**config.mk**
```make
export PLATFORM = sky130hd
export DESIGN_NAME = mem_unit
export DESIGN_NICKNAME = d
export VERILOG_FILES = /design/src/rtl/mem_pkg.sv /design/src/rtl/mem_array.sv /design/src/rtl/mem_unit.sv
export SDC_FILE = /design/constraint.sdc
export NUM_CORES = 1
export LEC_CHECK = 0
export ABC_AREA = 0
export BUFFER_PORTS_ARGS = -buffer_cell sky130_fd_sc_hd__buf_2
export CORE_MARGIN = 2
export CORE_UTILIZATION = 35
export DETAILED_ROUTE_END_ITERATION = 12
export PLACE_DENSITY = 0.46
export SETUP_SLACK_MARGIN = 0.2
export SLEW_MARGIN = 10
export SYNTH_ARGS = -nofsm -noshare
export SYNTH_HDL_FRONTEND = slang
export SYNTH_SLANG_ARGS = --single-unit
```
**constraint.sdc**
```tcl
create_clock -name clk -period 6.17 [get_ports clk]
set_input_delay 1.234 -clock clk [delete_from_list [all_inputs] [get_ports clk]]
set_output_delay 1.234 -clock clk [all_outputs]
set_load 0.005 [all_outputs]
```
**src/rtl/mem_pkg.sv**
```systemverilog
// Shared definitions for the data memory unit: state and RW encodings plus
// default geometry.
package mem_pkg;
   localparam int ADDR_W_DEF = 6;
   localparam int DATA_W_DEF = 16;
   localparam int CNT_W      = 4;

   typedef enum logic [1:0] {
      ST_IDLE = 2'b00,
      ST_BUSY = 2'b01,
      ST_DONE = 2'b10
   } state_t;

   localparam logic RW_READ  = 1'b1;
   localparam logic RW_WRITE = 1'b0;
endpackage

```
**src/rtl/mem_array.sv**
```systemverilog
// Single-port synchronous RAM with registered read port; contents and read
// register are never reset.
module mem_array
   import mem_pkg::*;
#(
   parameter int ADDR_W = ADDR_W_DEF,
   parameter int DATA_W = DATA_W_DEF
) (
   input  logic              clk,
   input  logic              we,
   input  logic              re,
   input  logic [ADDR_W-1:0] addr,
   input  logic [DATA_W-1:0] wdata,
   output logic [DATA_W-1:0] rdata
);

   logic [DATA_W-1:0] mem_q [2**ADDR_W];

   always_ff @(posedge clk) begin
      if (we) mem_q[addr] <= wdata;
      if (re) rdata <= mem_q[addr];
   end

endmodule

```
**src/rtl/mem_unit.sv**
```systemverilog
// Data memory behind the memory-control FSM: latches a request, waits
// WAIT_CYCLES, performs the access and holds MFC until memEN drops.
module mem_unit
   import mem_pkg::*;
#(
   parameter int ADDR_W      = ADDR_W_DEF,
   parameter int DATA_W      = DATA_W_DEF,
   parameter int WAIT_CYCLES = 2
) (
   input  logic              clk,
   input  logic              rst,
   input  logic              memEN,
   input  logic              RW,
   input  logic [ADDR_W-1:0] addr,
   input  logic [DATA_W-1:0] dataIn,
   output logic [DATA_W-1:0] dataOut,
   output logic              MFC,
   output logic              busy
);

   localparam logic [CNT_W-1:0] WAIT_INIT = CNT_W'(WAIT_CYCLES);

   state_t            state_q, state_d;
   logic [CNT_W-1:0]  cnt_q, cnt_d;
   logic [ADDR_W-1:0] addr_q, addr_d;
   logic              rw_q, rw_d;
   logic [DATA_W-1:0] wdata_q, wdata_d;
   logic              mfc_q, mfc_d;
   logic              rvalid_q, rvalid_d;
   logic              we, re;
   logic [DATA_W-1:0] rdata;

   always_comb begin
      state_d  = state_q;
      cnt_d    = cnt_q;
      addr_d   = addr_q;
      rw_d     = rw_q;
      wdata_d  = wdata_q;
      mfc_d    = mfc_q;
      rvalid_d = rvalid_q;
      we       = 1'b0;
      re       = 1'b0;
      case (state_q)
         ST_IDLE: begin
            mfc_d = 1'b0;
            if (memEN) begin
               addr_d  = addr;
               rw_d    = RW;
               wdata_d = dataIn;
               cnt_d   = WAIT_INIT;
               state_d = ST_BUSY;
            end
         end
         ST_BUSY: begin
            if (!memEN) begin
               state_d = ST_IDLE;
            end else if (cnt_q != '0) begin
               cnt_d = cnt_q - CNT_W'(1);
            end else begin
               // Access uses only the latched request fields.
               we      = (rw_q == RW_WRITE);
               re      = (rw_q == RW_READ);
               if (rw_q == RW_READ) rvalid_d = 1'b1;
               mfc_d   = 1'b1;
               state_d = ST_DONE;
            end
         end
         ST_DONE: begin
            if (!memEN) begin
               mfc_d   = 1'b0;
               state_d = ST_IDLE;
            end
         end
         default: begin
            mfc_d   = 1'b0;
            state_d = ST_IDLE;
         end
      endcase
   end

   always_ff @(posedge clk or negedge rst) begin
      if (!rst) begin
         state_q  <= ST_IDLE;
         cnt_q    <= '0;
         addr_q   <= '0;
         rw_q     <= 1'b0;
         wdata_q  <= '0;
         mfc_q    <= 1'b0;
         rvalid_q <= 1'b0;
      end else begin
         state_q  <= state_d;
         cnt_q    <= cnt_d;
         addr_q   <= addr_d;
         rw_q     <= rw_d;
         wdata_q  <= wdata_d;
         mfc_q    <= mfc_d;
         rvalid_q <= rvalid_d;
      end
   end

   mem_array #(.ADDR_W(ADDR_W), .DATA_W(DATA_W)) u_array (
      .clk   (clk),
      .we    (we),
      .re    (re),
      .addr  (addr_q),
      .wdata (wdata_q),
      .rdata (rdata)
   );

   // The RAM read register has no reset, so gate it until a read has completed.
   assign dataOut = rvalid_q ? rdata : '0;
   assign MFC     = mfc_q;
   assign busy    = (state_q == ST_BUSY) || (state_q == ST_DONE);

endmodule

```
==> results of run 1 <==
[cell type report]
class,count,share of cell area (%)
flip-flops and latches,1071,68.0
multi-input cells,1125,17.5
clock buffers,147,6.49
well taps,1524,4.05
repair buffers,178,2.61
clock inverters,59,1.20
inverters,10,0.0797
diodes,3,0.0159
[layer usage]
| layer | wire length (microns) | share of wire, % |
|---|---|---|
| met5 | 0 | 0 |
| met4 | 2990 | 2.3 |
| met3 | 8690 | 6.7 |
| met2 | 60600 | 47 |
| met1 | 57100 | 44 |
[report_power, final]
group | leakage, nW | internal, mW | switching [mW] | total [mW]
Combinational | 3.49 | 1.99 | 5.45 | 7.44
Sequential | 9.71 | 9.21 | 0.370 | 9.58
Clock | 1.77 | 3.88 | 2.79 | 6.67
[layout by cell type (no fill, tap or decap), types with 33 or more instances in the layout]
| cell | netlist | layout |
|---|---|---|
| o21ai_0 | 76 | 76 |
| edfxtp_1 | 1040 | 1040 |
| mux2_2 | 57 | 57 |
| mux2i_1 | 94 | 94 |
| a221oi_1 | 80 | 80 |
| a21oi_1 | 62 | 62 |
| buf_2 | 44 | 43 |
| nor2_1 | 114 | 108 |
| a22oi_1 | 225 | 225 |
| buf_4 | 14 | 135 |
| clkbuf_16 | 0 | 113 |
| nand2_1 | 65 | 65 |
| a22o_1 | 33 | 33 |
| o22ai_1 | 73 | 73 |
[critical path, stage by stage, from the launching register on]
cell and delay (ns):
dfrtp_4 0.79, buf_4 0.66, nor2b_4 0.27, buf_4 0.31, a221oi_1 0.46, nor2_1 0.10, o21ai_0 0.83, o2111ai_1 0.43
or4_1 0.58
[cell families after synthesis]
logic type	count (synthesis)
AOI/OAI and AO/OA	674
adders and majority gates	5
buffers and inverters	180
DFF	1071
muxes	168
and+or+nand+nor	278
[worst min-delay path by stage]
stage	endpoint
final	wdata_q[2]$_DFFE_PN0P_
after global routing	wdata_q[0]$_DFFE_PN0P_
after CTS	wdata_q[2]$_DFFE_PN0P_
after detailed placement	wdata_q[2]$_DFFE_PN0P_
after global placement	wdata_q[4]$_DFFE_PN0P_
after floorplan	cnt_q[0]$_DFFE_PN0P_
[sequential cells by signal (all words and copies together), names as in the netlist]
signal,count
cnt_q,4
state_q,2
u_array.mem_q,1024
MFC,1
wdata_q,16
rw_q,1
rvalid_q,1
addr_q,6
u_array.rdata,16
[per-stage QoR]
step | power [mW] | setup WS (ns) | instances | util, %
2_1_floorplan | 13.7 | 2.92 | 2376 | -
3_3_place_gp | 17.0 | 1.56 | 3908 | 37.4
3_5_place_dp | 17.1 | 1.54 | 3908 | 37.4
4_1_cts | 23.8 | 1.46 | 4114 | 40.5
5_1_grt | 24.5 | 1.28 | 4114 | 40.5
6_report | 23.7 | 1.35 | 4117 | 40.5
==> Implementation_results.wiki, run 1 <==
{| class="wikitable"
! Metric !! Value
|-
| Outcome || finished, final reports clean
|-
| CORE AREA || about 0.12 sq mm
|-
| Number of nets produced by synthesis || 2407
|-
| Data arrival time of the critical path || ~5.2 ns
|-
| Horizontal die dimension || 346 microns
|-
| Met3 usage in global routing || under 10%
|-
| Number of failing hold endpoints at the final stage || 0
|-
| Reg clk slew, reported paths || about 0.060 ns
|-
| Post-synth cell types || 54
|-
| Category of the worst setup path capture point || register
|-
| Post-Layout Inst Area || 0.0471 sq mm
|-
| Unrepaired setup endpoints after global routing || no
|-
| Clk sink count || between 1k and 1.5k
|-
| Combined global-route utilization of all metal layers || approximately a fifth
|-
| Mean instance size in the synthesized netlist || about 17 sq um
|-
| Post-synthesis cell area || approximately 0.041 sq mm
|-
| Post-DRT Antenna Nets || 0
|-
| Standard-cell row count || between 100 and 150
|-
| Total congestion overflow || 0
|-
| Period utilisation layout || 78.2%
|-
| Worst Reg2Reg Path Length in Cells || 8
|-
| Number of filler cells placed in the layout || 10.5k
|-
| Critical Path Fanout Max || 39
|-
| Top post-synthesis cells by count || edfxtp_1 (1040), a22oi_1 (225), nor2_1 (114), mux2i_1 (94), clkbuf_1 (86)
|-
| Fraction of the mapped netlist area in adder cells || less than 1%
|-
| Worst setup path category || reg -> reg
|-
| First-pass GRT wire length || 181 mm
|-
| Final setup viols || 0
|-
| Count of boundary I/O pins || 44
|-
| Met1 GRT Util || between 30% and 40%
|-
| Mapped Cells || between 2k and 2.5k
|-
| Count of routing violations after the opening detailed-route iteration || a little under 3k
|-
| Slew at the pin with the worst max-slew slack || between 1 and 1.5 ns
|-
| Main area contributors after synthesis || edfxtp_1 (76%), a22oi_1 (4.1%), mux2i_1 (2.3%)
|-
| Fraction of final layout cells with drive strength greater than 1 || 17.3%
|-
| Worst IR Drop VDD || 0.506 mV
|-
| Detailed placement HPWL || roughly 77 mm
|-
| Die outline area || about 0.12 sq mm
|-
| Maximum clock skew at final layout || ~0.040 ns
|-
| Leak Pwr || 15.0 nW
|-
| IO Port Bufs || 43
|-
| Reg2Reg Launch Point || addr_q[0]$_DFFE_PN0P_
|-
| Sequential cell area fraction in the yosys report || 78.0%
|-
| Main combinational cell family by area after synthesis || compound AO/OA/AOI/OAI gates
|-
| Minimum clock period after layout || 4.82 ns
|-
| Top-area cell type share of the netlist area || 76.1%
|-
| Post-Synth Simple-Gate Area || under 10%
|-
| Max-capacitance violation count || 0
|-
| Vias || 23.7k
|-
| XOR/XNOR share of the synthesized area || 0%
|-
| Maximum operating frequency || a little over 200 MHz
|-
| Gates resized, CTS repair || 0
|-
| FF+latch count, synth || 1071
|-
| Relative area change from synthesis to final layout || 14.8%
|-
| Final Routed Wirelength || about 130 mm
|-
| Max Transition Viols Final || 0
|-
| Top_reg_cell synth || edfxtp_1
|-
| Type of the worst min-delay path || reg -> reg
|-
| Number of buffers added by the clock tree synthesis step || around 110
|-
| Latest clock arrival within the worst-skew pair || approximately 0.7 ns
|-
| Area used by multi-input combinational logic || approximately 0.0083 sq mm
|-
| Worst-case headroom to the max-slew limit || 12.2%
|-
| Fraction of the mapped netlist area in compound gates || 11.9%
|-
| Syn. warnings || 0
|-
| Initial core utilization || a little over a third
|-
| Number of synthesized flops with an enable pin || between 1k and 1.5k
|-
| Cell with the most instances after synthesis || edfxtp_1
|-
| Critical path startpoint category || register
|-
| PD cells || about 500 mW/mm^2
|-
| Maximum level of the CTS H-tree || 3
|-
| Router iterations before antenna repair || 5
|-
| Antenna violations before repair || 7
|-
| CTS tree || done
|-
| Remaining design rule violation count || 0
|-
| Hold Slack || 0.511 ns
|-
| Vertical die dimension || ~350 microns
|-
| Total negative setup slack || 0 ns
|-
| Cell Area, Placed || 0.0435 sq mm
|-
| Root buffer cell || clkbuf_16
|-
| Count of nets after finishing || 2529
|-
| Avg WL per Cell || between 30 and 40 microns
|-
| Number of stages on the worst hold path || 1
|-
| Hold-fix buffer count after cts || 0
|-
| Worst reg2reg path endpoint || u_array.rdata[0]$_DFFE_PP_
|-
| Start point of the worst min-delay path || wdata_q[2]$_DFFE_PN0P_
|-
| WP data required || approximately 6.6 ns
|-
| Vias per cell || 5.76
|-
| Register-to-Register Setup Slack || approximately 1.3 ns
|-
| Met2 track demand over resource in global routing || 33.8%
|-
| Capturing instance or port of the critical path || u_array.rdata[0]$_DFFE_PP_
|-
| Mux cell area share after synthesis || 4.70%
|-
| Largest net degree at the start of global routing || between 60 and 70
|-
| Top cell type by total area after synthesis || edfxtp_1
|-
| Post-CTS Repair Setup Buffers || 0
|-
| Origin of the worst setup path || addr_q[0]$_DFFE_PN0P_
|-
| Final Wtd Congestion || between 0.8 and 0.9
|-
| Register Area || ~0.032 sq mm
|-
| Global-route layer with the greatest usage || met2
|-
| Vias in the first global route || about 23k
|-
| Proportion of synthesized flip-flops having asynchronous set or reset || about 2.9%
|-
| Buffer levels on the longest clock path || 3
|}
Note: power is estimated with default switching activity, not from simulation.
==> inputs of run 2 (changes only) <==
--- a/config.mk
+++ b/config.mk
@@ -5,12 +5,12 @@
 export SDC_FILE = /design/constraint.sdc
 export NUM_CORES = 1
 export LEC_CHECK = 0
-export ABC_AREA = 0
+export ABC_AREA = 1
 export BUFFER_PORTS_ARGS = -buffer_cell sky130_fd_sc_hd__buf_2
 export CORE_MARGIN = 2
 export CORE_UTILIZATION = 35
 export DETAILED_ROUTE_END_ITERATION = 12
-export PLACE_DENSITY = 0.46
+export PLACE_DENSITY = 0.48
 export SETUP_SLACK_MARGIN = 0.2
 export SLEW_MARGIN = 10
 export SYNTH_ARGS = -nofsm -noshare
==> constraint.sdc (replaced) <==
create_clock -name clk -period 4 [get_ports clk]
set_input_delay 0.8 -clock clk [delete_from_list [all_inputs] [get_ports clk]]
set_output_delay 0.8 -clock clk [all_outputs]
set_load 0.005 [all_outputs]
==> Implementation_results.wiki, run 2 <==
{| class="wikitable"
! Metric !! Value
|-
| Category of the worst setup path capture point || output port
|-
| Minimum clock period after layout || ~3 ns
|-
| Main area contributors after synthesis || edfxtp_1 (69%), nand2_1 (24%), dfrtp_1 (1.7%)
|-
| Router iterations before antenna repair || 5 (unchanged)
|-
| Post-synthesis cell area || 0.0452 sq mm (+10%)
|-
| Final core occ || 40.0% (-0.56 points)
|-
| Root buffer cell || clkbuf_16
|-
| Max Transition Viols Final || 0 (unchanged)
|-
| IO Port Bufs || 43 (unchanged)
|-
| Largest net degree at the start of global routing || 176 (+170%)
|-
| Worst Reg2Reg Path Length in Cells || 13 (+5)
|-
| CORE AREA || 0.128 sq mm (+10%)
|-
| WP data required || 3.20 ns (-3.36 ns)
|-
| Unrepaired setup endpoints after global routing || no
|-
| Clk sink count || 1071 (unchanged)
|-
| Vias || 29.9k (+26%)
|-
| Top cell type by total area after synthesis || edfxtp_1
|-
| Maximum level of the CTS H-tree || 3 (unchanged)
|-
| Sequential cell area fraction in the yosys report || 70.9% (-7.1 points)
|-
| Cell with the most instances after synthesis || nand2_1
|-
| Post-DRT Antenna Nets || 0 (unchanged)
|-
| Antenna violations before repair || 1 (-6)
|-
| Critical Path Fanout Max || 17 (-56%)
|-
| Critical path startpoint category || register
|-
| Count of routing violations after the opening detailed-route iteration || 2702 (-8.7%)
|-
| Total negative setup slack || 0 ns (unchanged)
|-
| Mapped Cells || 4432 (+87%)
|-
| Outcome || finished, final reports clean
|-
| Relative area change from synthesis to final layout || 13.2%
|-
| Syn. warnings || 0 (unchanged)
|-
| Data arrival time of the critical path || 2.27 ns (-2.94 ns)
|-
| Number of buffers added by the clock tree synthesis step || 114 (+1.8%)
|-
| Slew at the pin with the worst max-slew slack || 1.29 ns (+0.00684 ns)
|-
| Crit-path max cell delay || 0.95 ns (+0.12 ns)
|-
| Buffer levels on the longest clock path || 3 (unchanged)
|-
| Horizontal die dimension || 363 microns (+4.9%)
|-
| Fraction of final layout cells with drive strength greater than 1 || 7.96% (-9.3 points)
|-
| Hold-fix buffer count after cts || 0 (unchanged)
|-
| Final setup viols || 0 (unchanged)
|-
| Maximum clock skew at final layout || 0.0228 ns (-0.0171 ns)
|-
| Count of nets after finishing || 4543 (+80%)
|-
| Reg2Reg Launch Point || addr_q[0]$_DFFE_PN0P_
|-
| Latest clock arrival within the worst-skew pair || 0.73 ns (+0.03 ns)
|-
| Cell chain of the critical path || nand2_1 -> inv_1 -> buf_2
|-
| Number of synthesized flops with an enable pin || 1040 (unchanged)
|-
| Top reg by flops || u_array.mem_q
|-
| Maximum operating frequency || about 330 MHz
|-
| Number of nets produced by synthesis || 4463 (+85%)
|-
| Number of filler cells placed in the layout || 12.5k (+20%)
|-
| Leading cell types in the layout, fill and taps excluded || nand2_1 (2916), edfxtp_1 (1040), clkbuf_16 (116), buf_4 (116), nor2_1 (112)
|-
| Avg WL per Cell || 21.0 microns (-33%)
|-
| Vias per cell || 4.76 (-17%)
|-
| Die outline area || 0.132 sq mm (+10%)
|-
| PD cells || 726 mW/mm^2 (+44%)
|-
| Period utilisation layout || between 70% and 80%
|-
| Post-Layout Inst Area || 0.0511 sq mm (+8.5%)
|-
| Most common cell after layout, fill and taps aside || nand2_1
|-
| Detailed placement HPWL || 74.1 mm (-4.2%)
|-
| Worst IR Drop VDD || 0.502 mV (-0.73%)
|-
| Standard-cell row count || 131 (+4.8%)
|-
| Gates resized, CTS repair || 0 (unchanged)
|-
| Initial core utilization || 35.3% (about the same)
|-
| First-pass GRT wire length || 195 mm (+7.5%)
|-
| Post-synth cell types || 28 (-48%)
|-
| Total congestion overflow || 0 (unchanged)
|-
| Post-CTS Repair Setup Buffers || 0 (unchanged)
|-
| CTS tree || done
|-
| Post-layout power || 37.1 mW (+57%)
|-
| Worst-case headroom to the max-slew limit || 14.0% (+1.8 points)
|-
| Top-area cell type share of the netlist area || 69.2% (-7.0 points)
|-
| Type of the worst min-delay path || in -> async
|-
| FF+latch count, synth || 1071 (unchanged)
|-
| Mean instance size in the synthesized netlist || 10.2 sq um (-41%)
|-
| Cell Area, Placed || 0.0476 sq mm (+9.6%)
|-
| Reg clk slew, reported paths || 0.06 ns (about the same)
|-
| Register-to-Register Setup Slack || 1.01 ns (-0.34 ns)
|-
| CP max-delay cell || dfrtp_1
|-
| Top post-synthesis cells by count || nand2_1 (2916), edfxtp_1 (1040), nor2_1 (112), buf_2 (83), clkbuf_1 (69)
|-
| Number of flip-flops in the largest register || 1024 (unchanged)
|-
| Final Routed Wirelength || 132 mm (+1.9%)
|-
| Remaining design rule violation count || 0 (unchanged)
|-
| Count of boundary I/O pins || 44 (unchanged)
|-
| Final Wtd Congestion || 0.797 (-5.2%)
|-
| Vias in the first global route || 28.6k (+22%)
|-
| Worst reg2reg path endpoint || u_array.rdata[6]$_DFFE_PP_
|-
| Combined global-route utilization of all metal layers || 19.9% (-1.3 points)
|-
| Worst setup path category || reg -> out
|-
| Vertical die dimension || 363 microns (+4.9%)
|-
| Max-capacitance violation count || 0 (unchanged)
|-
| Number of failing hold endpoints at the final stage || 0 (unchanged)
|-
| Proportion of synthesized flip-flops having asynchronous set or reset || 2.89% (unchanged)
|-
| Leak Pwr || 21.4 nW (+43%)
|-
| Largest registers in the final layout || u_array.mem_q x1024, u_array.rdata x16, wdata_q x16
|-
| Top_reg_cell synth || edfxtp_1
|}
## run 2: changes by cell type after synthesis, moves of 33 or more
| cell | delta |
|---|---|
| o21ai_0 | -64 |
| a22o_1 | -33 |
| inv_1 | +33 |
| mux2i_1 | -94 |
| nand2_1 | +2851 |
| buf_2 | +39 |
| o22ai_1 | -72 |
| a21oi_1 | -61 |
| a221oi_1 | -80 |
| a22oi_1 | -224 |
| mux2_2 | -57 |
## run 2: cell type report
type,instances,area [sq um],share of cell area [%]
Clock buffer,157,3100,6.06
Clock inverter,57,368,0.720
Inverter,55,231,0.453
Sequential cell,1071,32000,62.7
Timing Repair Buffer,176,1430,2.79
Tap cell,1662,2080,4.07
Multi-Input combinational cell,3094,11900,23.2
Antenna cell,3,7.51,0.0147
## run 2: how the worst max path moves through the flow
| stage | startpoint | end | slack, ns | depth (start not counted) |
|---|---|---|---|---|
| floorplan | memEN | u_array.mem_q[14][0]$_DFFE_PP_ | 1.36 | 4 |
| global route | addr_q[0]$_DFFE_PN0P_ | u_array.rdata[10]$_DFFE_PP_ | 0.80 | 13 |
| detailed placement | memEN | u_array.mem_q[11][11]$_DFFE_PP_ | 0.80 | 7 |
| CTS | rvalid_q$_DFFE_PN0P_ | dataOut[0] | 0.95 | 3 |
| finish | rvalid_q$_DFFE_PN0P_ | dataOut[14] | 0.93 | 3 |
| global placement | memEN | u_array.mem_q[3][6]$_DFFE_PP_ | 0.80 | 7 |
## run 2: where the power goes
group | switching [mW] | internal, mW | leakage (nW) | total, mW
clock | 4.41 | 5.58 | 1.68 | 9.99
combinational | 8.86 | 2.86 | 9.97 | 11.7
sequential | 1.35 | 14.1 | 9.79 | 15.4
total | 14.6 | 22.5 | 21.4 | 37.1
## run 2: critical path, delay by kind of cell, from the launching register on
family,cells,cell delay [ns]
buf+inv,2,0.44
flops,1,0.95
simple gates,1,0.15
## run 2: routing by layer
metal / global-route usage [%] / up-vias / routed length [microns]
li1: - / 14500 / -
met1: 28.5 / 14600 / 61600
met2: 31.9 / 621 / 61100
met3: 2.93 / 166 / 6090
met4: 4.91 / 0 / 3050
met5: 0 / - / 0
## run 2: kinds of logic (layout without fill, tap and decap cells)
kind of cell | after synthesis | in the layout | share of synthesized area (%)
and+or+nand+nor | 3064 | 3064 | 25.8
DFF | 1071 | 1071 | 70.9
buffers and inverters | 267 | 445 | 2.87
AOI/OAI and AO/OA | 24 | 24 | 0.302
adders and majority gates | 5 | 5 | 0.139
xor gates and xnor gates | 1 | 1 | 0.0194
other | 0 | 3 | 0
## run 2: per-stage QoR
| step | hold WS [ns] | std cells | worst slack, ns |
|---|---|---|---|
| floorplan | 0.460 | 4432 | 1.36 |
| global placement | 0.493 | 6058 | 0.804 |
| detailed placement | 0.469 | 6058 | 0.804 |
| CTS | 0.163 | 6272 | 0.950 |
| global route | 0.191 | 6272 | 0.805 |
| finish | 0.181 | 6275 | 0.935 |
